$ cat config.mk
export PLATFORM = sky130hd
export DESIGN_NAME = r_cpu_test_sequencer
export DESIGN_NICKNAME = d
export VERILOG_FILES = /design/src/rtl/r_cpu_test_sequencer.sv
export SDC_FILE = /design/constraint.sdc
export NUM_CORES = 1
export LEC_CHECK = 0
export BUFFER_PORTS_ARGS = -buffer_cell sky130_fd_sc_hd__buf_2
export CAP_MARGIN = 15
export CORE_MARGIN = 2
export CORE_UTILIZATION = 41
export DETAILED_ROUTE_END_ITERATION = 8
export GPL_TIMING_DRIVEN = 0
export MAX_ROUTING_LAYER = met4
export PLACE_DENSITY = 0.76
export SLEW_MARGIN = 20
export SYNTH_ARGS = -nofsm -noshare
export SYNTH_HDL_FRONTEND = slang
export SYNTH_SLANG_ARGS = --single-unit
$ cat constraint.sdc
create_clock -name clk -period 1.9 [get_ports clk]
set_input_delay 0.19 -clock clk [delete_from_list [all_inputs] [get_ports clk]]
set_output_delay 0.19 -clock clk [all_outputs]
set_load 0.005 [all_outputs]
$ cat src/rtl/r_cpu_test_sequencer.sv
// Run controller and result checker for R_CPU: resets the CPU, clocks it one
// instruction at a time and compares ALU_F/OF/ZF against an expected-result ROM.
module r_cpu_test_sequencer #(
  parameter int DATA_W       = 32,
  parameter int NUM_INSTR    = 64,
  parameter int IDX_W        = 7,
  parameter int RESET_CYCLES = 2,
  parameter int ERR_W        = 8
) (
  input  logic              clk,
  input  logic              reset,
  input  logic              start,
  input  logic              abort,
  input  logic              step_mode,
  input  logic              step,
  output logic              cpu_rst,
  output logic              cpu_ce,
  input  logic [DATA_W-1:0] dut_f,
  input  logic              dut_of,
  input  logic              dut_zf,
  output logic [IDX_W-1:0]  exp_addr,
  input  logic [DATA_W-1:0] exp_f,
  input  logic              exp_of,
  input  logic              exp_zf,
  output logic              busy,
  output logic              done,
  output logic              pass,
  output logic [ERR_W-1:0]  err_cnt,
  output logic [IDX_W-1:0]  first_err
);

  typedef enum logic [2:0] {
    S_IDLE,
    S_RST,
    S_ISSUE,
    S_CHECK,
    S_DONE
  } state_t;

  localparam int RC_W = (RESET_CYCLES > 1) ? $clog2(RESET_CYCLES) : 1;
  localparam logic [RC_W-1:0]  RST_LAST = RC_W'(RESET_CYCLES - 1);
  localparam logic [IDX_W-1:0] IDX_LAST = IDX_W'(NUM_INSTR - 1);

  state_t            state_q;
  logic [RC_W-1:0]   rst_cnt_q;
  logic [IDX_W-1:0]  idx_q;
  logic [ERR_W-1:0]  err_q, err_d;
  logic [IDX_W-1:0]  first_q, first_d;
  logic              step_prev_q;
  logic              cpu_rst_q, cpu_ce_q, busy_q, done_q, pass_q;
  logic              mismatch, step_rise;

  always_comb begin
    mismatch  = (dut_f != exp_f) || (dut_of != exp_of) || (dut_zf != exp_zf);
    step_rise = step & ~step_prev_q;
    err_d     = (mismatch && (err_q != '1)) ? err_q + ERR_W'(1) : err_q;
    first_d   = (mismatch && (first_q == '1)) ? idx_q : first_q;
  end

  // cpu_ce is raised in the ISSUE cycle itself, so the CPU has already
  // executed the instruction by the time CHECK samples its outputs.
  always_ff @(posedge clk) begin
    if (reset) begin
      state_q     <= S_IDLE;
      rst_cnt_q   <= '0;
      idx_q       <= '0;
      err_q       <= '0;
      first_q     <= '1;
      step_prev_q <= 1'b0;
      cpu_rst_q   <= 1'b1;
      cpu_ce_q    <= 1'b0;
      busy_q      <= 1'b0;
      done_q      <= 1'b0;
      pass_q      <= 1'b0;
    end else begin
      step_prev_q <= step;
      if (abort) begin
        state_q   <= S_IDLE;
        cpu_rst_q <= 1'b1;
        cpu_ce_q  <= 1'b0;
        busy_q    <= 1'b0;
        done_q    <= 1'b0;
        pass_q    <= 1'b0;
      end else begin
        case (state_q)
          S_IDLE, S_DONE: begin
            if (start) begin
              state_q   <= S_RST;
              rst_cnt_q <= '0;
              idx_q     <= '0;
              err_q     <= '0;
              first_q   <= '1;
              cpu_rst_q <= 1'b1;
              cpu_ce_q  <= 1'b0;
              busy_q    <= 1'b1;
              done_q    <= 1'b0;
              pass_q    <= 1'b0;
            end
          end
          S_RST: begin
            if (rst_cnt_q == RST_LAST) begin
              state_q   <= S_ISSUE;
              cpu_rst_q <= 1'b0;
              cpu_ce_q  <= ~step_mode;
            end else begin
              rst_cnt_q <= rst_cnt_q + RC_W'(1);
            end
          end
          S_ISSUE: begin
            if (cpu_ce_q) begin
              cpu_ce_q <= 1'b0;
              state_q  <= S_CHECK;
            end else if (!step_mode || step_rise) begin
              cpu_ce_q <= 1'b1;
            end
          end
          S_CHECK: begin
            err_q   <= err_d;
            first_q <= first_d;
            if (idx_q == IDX_LAST) begin
              state_q <= S_DONE;
              busy_q  <= 1'b0;
              done_q  <= 1'b1;
              pass_q  <= (err_d == '0);
            end else begin
              idx_q    <= idx_q + IDX_W'(1);
              state_q  <= S_ISSUE;
              cpu_ce_q <= ~step_mode;
            end
          end
          default: state_q <= S_IDLE;
        endcase
      end
    end
  end

  assign cpu_rst   = cpu_rst_q;
  assign cpu_ce    = cpu_ce_q;
  assign exp_addr  = idx_q;
  assign busy      = busy_q;
  assign done      = done_q;
  assign pass      = pass_q;
  assign err_cnt   = err_q;
  assign first_err = first_q;

endmodule

# [After elaboration in Yosys (flattened, before gate mapping)]
# Cells that the tools add are included.
[op_classes] addsub=3 eq_ne=16 muxes=31 bitwise=4 n_reduce_logical=21
[op_table] cell="32-bit inequality test" count=1
[op_table] cell="7-bit 2-to-1 mux" count=4
[op_table] cell="7-bit case mux with 2 select lines" count=2
[op_table] cell="8-bit 2-to-1 mux" count=2
[op_table] cell="8-bit case mux with 2 select lines" count=1
[op_table] cell="3-bit AND reduction" count=5
[op_table] cell="3-bit 2-to-1 mux" count=4
[op_table] cell="2-bit inequality test (second input constant)" count=6
[op_table] cell="3-bit case mux with 4 select lines" count=1
[op_table] cell="4-bit AND reduction" count=3
[op_table] cell="1-bit 2-to-1 mux" count=11
[op_table] cell="1-bit case mux with 2 select lines" count=5
[op_table] cell="8-bit by 1-bit adder with 8-bit output (second input constant)" count=1
[op_table] cell="8-bit logical NOT" count=1
[op_table] cell="8-bit inequality test (second input constant)" count=1
[op_table] cell="7-bit by 1-bit adder with 7-bit output (second input constant)" count=1
[op_table] cell="7-bit by 6-bit == test with 1-bit output (second input constant)" count=1
[op_table] cell="7-bit == test (second input constant)" count=1
[op_table] cell="3-bit by 2-bit == test with 1-bit output (second input constant)" count=2
[op_table] cell="1-bit case mux with 4 select lines" count=1
[op_table] cell="2-bit nonzero test" count=2
[op_table] cell="4-bit nonzero test" count=1
[op_table] cell="2-bit OR reduction" count=2
[op_table] cell="3-bit by 1-bit == test with 1-bit output (second input constant)" count=1
[op_table] cell="9 further kinds" count=15
[word_totals] register_bits=32 inputBits=74 word_cells=86

# [Depth between registers and ports, before layout]
[depth] depth_word=8 mapped_depth=8 ltp_nobuf=7

# [Least setup slack after synthesis]
# OpenSTA, ideal clock, no wires.
[synth_path] kind="register to register" start="reg err_q[0], in the netlist err_cnt[0]" end="reg err_q[4], in the netlist err_cnt[4]" setup_time_ns=0.138 arrival_time_ns=1.765 path_slack_ns=-0.004 stages_incl_launch_ff=9 n_path_buf=1 period_less_slack_ns=1.904 path_cell_list="dfxtp_1 > ha_1 > nand3_1 > nor2_1 > nand3_1 > and3_1 > buf_2 > a41oi_1 > a311oi_1"
[synth_via] elab_chain_len=4 word_cells_on_any_way=5
[synth_rtl] element="start: declaration" line_no="47" rtl="logic [ERR_W-1:0] err_q, err_d;"
[synth_rtl] element="start signal: assignment" line_no="118" rtl="err_q <= err_d;"
[synth_rtl] element="branches (longest 2 deep; another with 8-bit by 1-bit adder with 8-bit output)"
[synth_rtl] element="8-bit 2-to-1 mux (*)" line_no="56" rtl="err_d = (mismatch && (err_q != '1)) ? err_q + ERR_W'(1) : err_q;"
[synth_rtl] element="8-bit case mux with 2 select lines (*)" line_no="85" rtl="case (state_q)"
# Every way passes the cells marked *.
# A chain may end at the register's enable or synchronous reset.

# [Final worst setup path]
# Ends and elaborated chain as after synthesis.

==> flow_summary_export.csv <==
group,metric,value,unit
detailed_routing,ant_nets,0,
floorplanning,start_util,0.421,
logic_synthesis,synth_seq_area_share,0.324,
floorplanning,die_area,5390,um2
detailed_routing,vias_per_cell,5.39,
clocking,cts_root_buffer,"clkbuf_8",
floorplanning,die_w,73.4,um
global_route,grt_max_degree,11,
clocking,clk_pin_slew,0.07,ns
setup_path,required,2.04,ns
worst_hold_path,hp-class,"primary input to flop",
timing,setup_viol,0,
cells_and_area,multi_input_area,1360,um2
clocking,holdBufCountCts,0,
detailed_routing,highest_layer,"met4",
outcome,status,"finished, final reports clean",
setup_path,path_cells,"ha_4, nand3_1, nor2_2, nand3_2, and3_1, buf_2, a41oi_2, a311oi_1",
timing,drv_slew,0,
timing,skew,0.00795,ns
clocking,clkSinkCount,32,
clocking,cts_made_buffers,5,
logic_synthesis,synth_edf_count,0,
pwr,p_total,0.00157,W
job,max_cap_violations,0,
timing,final-hold-violation-count,0,
logic_synthesis,synthFlopType,"dfxtp_1",
floorplanning,core_area,4690,um2
cells_and_area,finish.net_count,429,
global_route,grt_pass1_wl,8.81,mm
timing,fin_tns_setup,0,ns
cells_and_area,drive_gt1_frac,0.412,
setup_path,criticalPathCategory,"flop to flop",
logic_synthesis,synth_area,1980,um2
floorplanning,num_io_pins,101,
setup_path,worstSetupStartpointType,"flop",
cells_and_area,final_common_cell,"buf_2",
timing,fmax,554,MHz
logic_synthesis,synth-warning-count,0,
placement,gp_congestion,0.851,
pwr,p_leak,1.16,nW
timing,period_needed,1.81,ns
clocking,clk_latency,0.29,ns
detailed_routing,vias,2198,
detailed_routing,drc,0,
detailed_routing,wl_per_cell,13.2,um
cells_and_area,final_cell_mix,"102 x buf_2, 32 x xnor2_1, 23 x dfxtp_1",
global_route,groute.usage.overall,0.212,
setup_path,critPathSlowestCell,"dfxtp_4",
global_route,grt_antenna_before_repair,0,
timing,slew_headroom,0.625,
cells_and_area,regArea,659,um2
global_route,grt_remaining_overflow,0,
floorplanning,dieHeight,73.4,um
clocking,cts_max_level,2,
setup_path,cp-end-kind,"flop",
logic_synthesis,syn_avg_cell_area,8.17,um2
logic_synthesis,synth_fp_nets,318,
global_route,first_global_vias,2052,
placement,io_buffers,99,
cells_and_area,synthToLayoutAreaGrowth,41.6,%
detailed_routing,drt-initial-drc-count,101,
detailed_routing,wl_met1,2.25,mm
detailed_routing,detailroute.wirelength.met2,2.74,mm
timing,period_share,0.950,
logic_synthesis,postSynthRegisterBits,32,
clocking,cts_tree,"done",
pwr,ir_drop,246,uV
logic_synthesis,synth.distinct_cells,50,
setup_path,crit_fanout,7,
setup_path,worstPathArrival,1.95,ns
cells_and_area,diodes,0,
placement,place_hpwl,4.02,mm
detailed_routing,routed_wl,5.40,mm
cells_and_area,fillers,413,
clocking,clockBufferDepth,2,
pwr,p_per_area,560,nW/um2
logic_synthesis,syn_inst,242,
setup_path,slowest_delay,0.38,ns
floorplanning,rows,25,
timing,rsz0062_at_grt,"false",
logic_synthesis,async_reset_ff_frac,0,
timing,worstMarginPinSlew,0.563,ns
detailed_routing,met3_length,352,um
detailed_routing,drt_pass1_iterations,4,
[registers in the layout, summed over array words and instances (netlist names)]
register and count:
busy 1, cpu_ce 1, cpu_rst 1, done 1, err_cnt 8, exp_addr 7, first_err 7, pass 1
rst_cnt_q 1, state_q 3, step_prev_q 1
[logic make-up after synthesis]
group,count (synthesis),share of synthesized area
buffers and inverters,13,0.0266
muxes,8,0.0405
adders and majority gates,2,0.0127
xor gates and xnor gates,37,0.164
DFF,32,0.324
AOI/OAI and AO/OA,51,0.172
and+or+nand+nor,99,0.260
[worst max-delay path: cells and delay by family, from the launching register on]
family                   cells  cell delay (ns)
flip-flops                   1             0.38
buffers and inverters        1             0.15
adder cells (fa/ha/maj)      1             0.18
AND/OR/NAND/NOR              4             0.69
AO/OA/AOI/OAI                2             0.26
[where the power goes]
part	total, W	switching (W)	internal [W]	leakage (nW)
sequential	0.000676	0.00000390	0.000672	0.264
clock	0.000641	0.000252	0.000389	0.0552
combinational	0.000249	0.000112	0.000138	0.838
[layer usage]
metal	vias to the layer above	global-route usage
met3	8	0.0384
met5	-	-
met1	989	0.240
li1	1104	-
met4	0	0.0646
met2	97	0.376
[final timing paths]
check,from,end,slack [ns],depth (start not counted)
setup / recovery,err_cnt[0],err_cnt[4],0.09,8
hold / removal,step,step_prev_q,0.12,2
setup reg to reg,err_cnt[0],err_cnt[4],0.09,8
hold reg to reg,busy,busy,0.46,2
[cell type report]
| class | count | area share |
|---|---|---|
| Multi-Input combinational cell | 197 | 0.484 |
| Sequential cell | 32 | 0.236 |
| Timing Repair Buffer | 105 | 0.198 |
| Clock buffer | 6 | 0.0259 |
| Tap cell | 54 | 0.0241 |
| Buffer | 10 | 0.0174 |
| Clock inverter | 2 | 0.0125 |
| Inverter | 2 | 0.00268 |
[per-stage QoR]
step / instances / hold WS (ns) / worst slack [ns] / utilization / cell area (um2)
global route: 408 / 0.154 / 0.00202 / 0.597 / 2800
finish: 408 / 0.121 / 0.0948 / 0.597 / 2800
detailed placement: 395 / 0.420 / -0.221 / 0.542 / 2540
CTS: 406 / 0.122 / -0.00813 / 0.580 / 2720
global placement: 395 / 0.411 / -0.202 / 0.542 / 2540
floorplan: 242 / 0.318 / 0.0413 / - / 1980
[what timing repair did]
item / CTS / global route
pin swaps: 3 / 3
gates resized for setup: 11 / 23
setup buffers: 3 / 3
setup endpoints to repair: 15 / 17
[cells in the mapped netlist (2+ instances only)]
cell type	number	area, um2
o21ai_1	2	10.0
buf_2	3	15.0
dfxtp_1	32	641
nor3_1	15	75.1
nand2b_1	2	12.5
nor2_1	22	82.6
nand3_1	9	45.0
nor2b_1	2	12.5
and3_1	5	31.3
a311oi_1	2	17.5
xnor2_1	32	280
xor2_1	5	43.8
or3b_2	2	17.5
mux2i_1	8	80.1
inv_1	2	7.51
o31ai_1	2	15.0
a21oi_1	16	80.1
a211oi_1	3	22.5
ha_1	2	25.0
nand4_1	14	87.6
o21ai_0	5	25.0
clkbuf_1	8	30.0
a31oi_1	4	25.0
a22oi_1	2	15.0
or3_1	2	12.5
nand2_1	15	56.3
nand3b_1	3	22.5
Note: power is estimated with default switching activity, not from simulation.
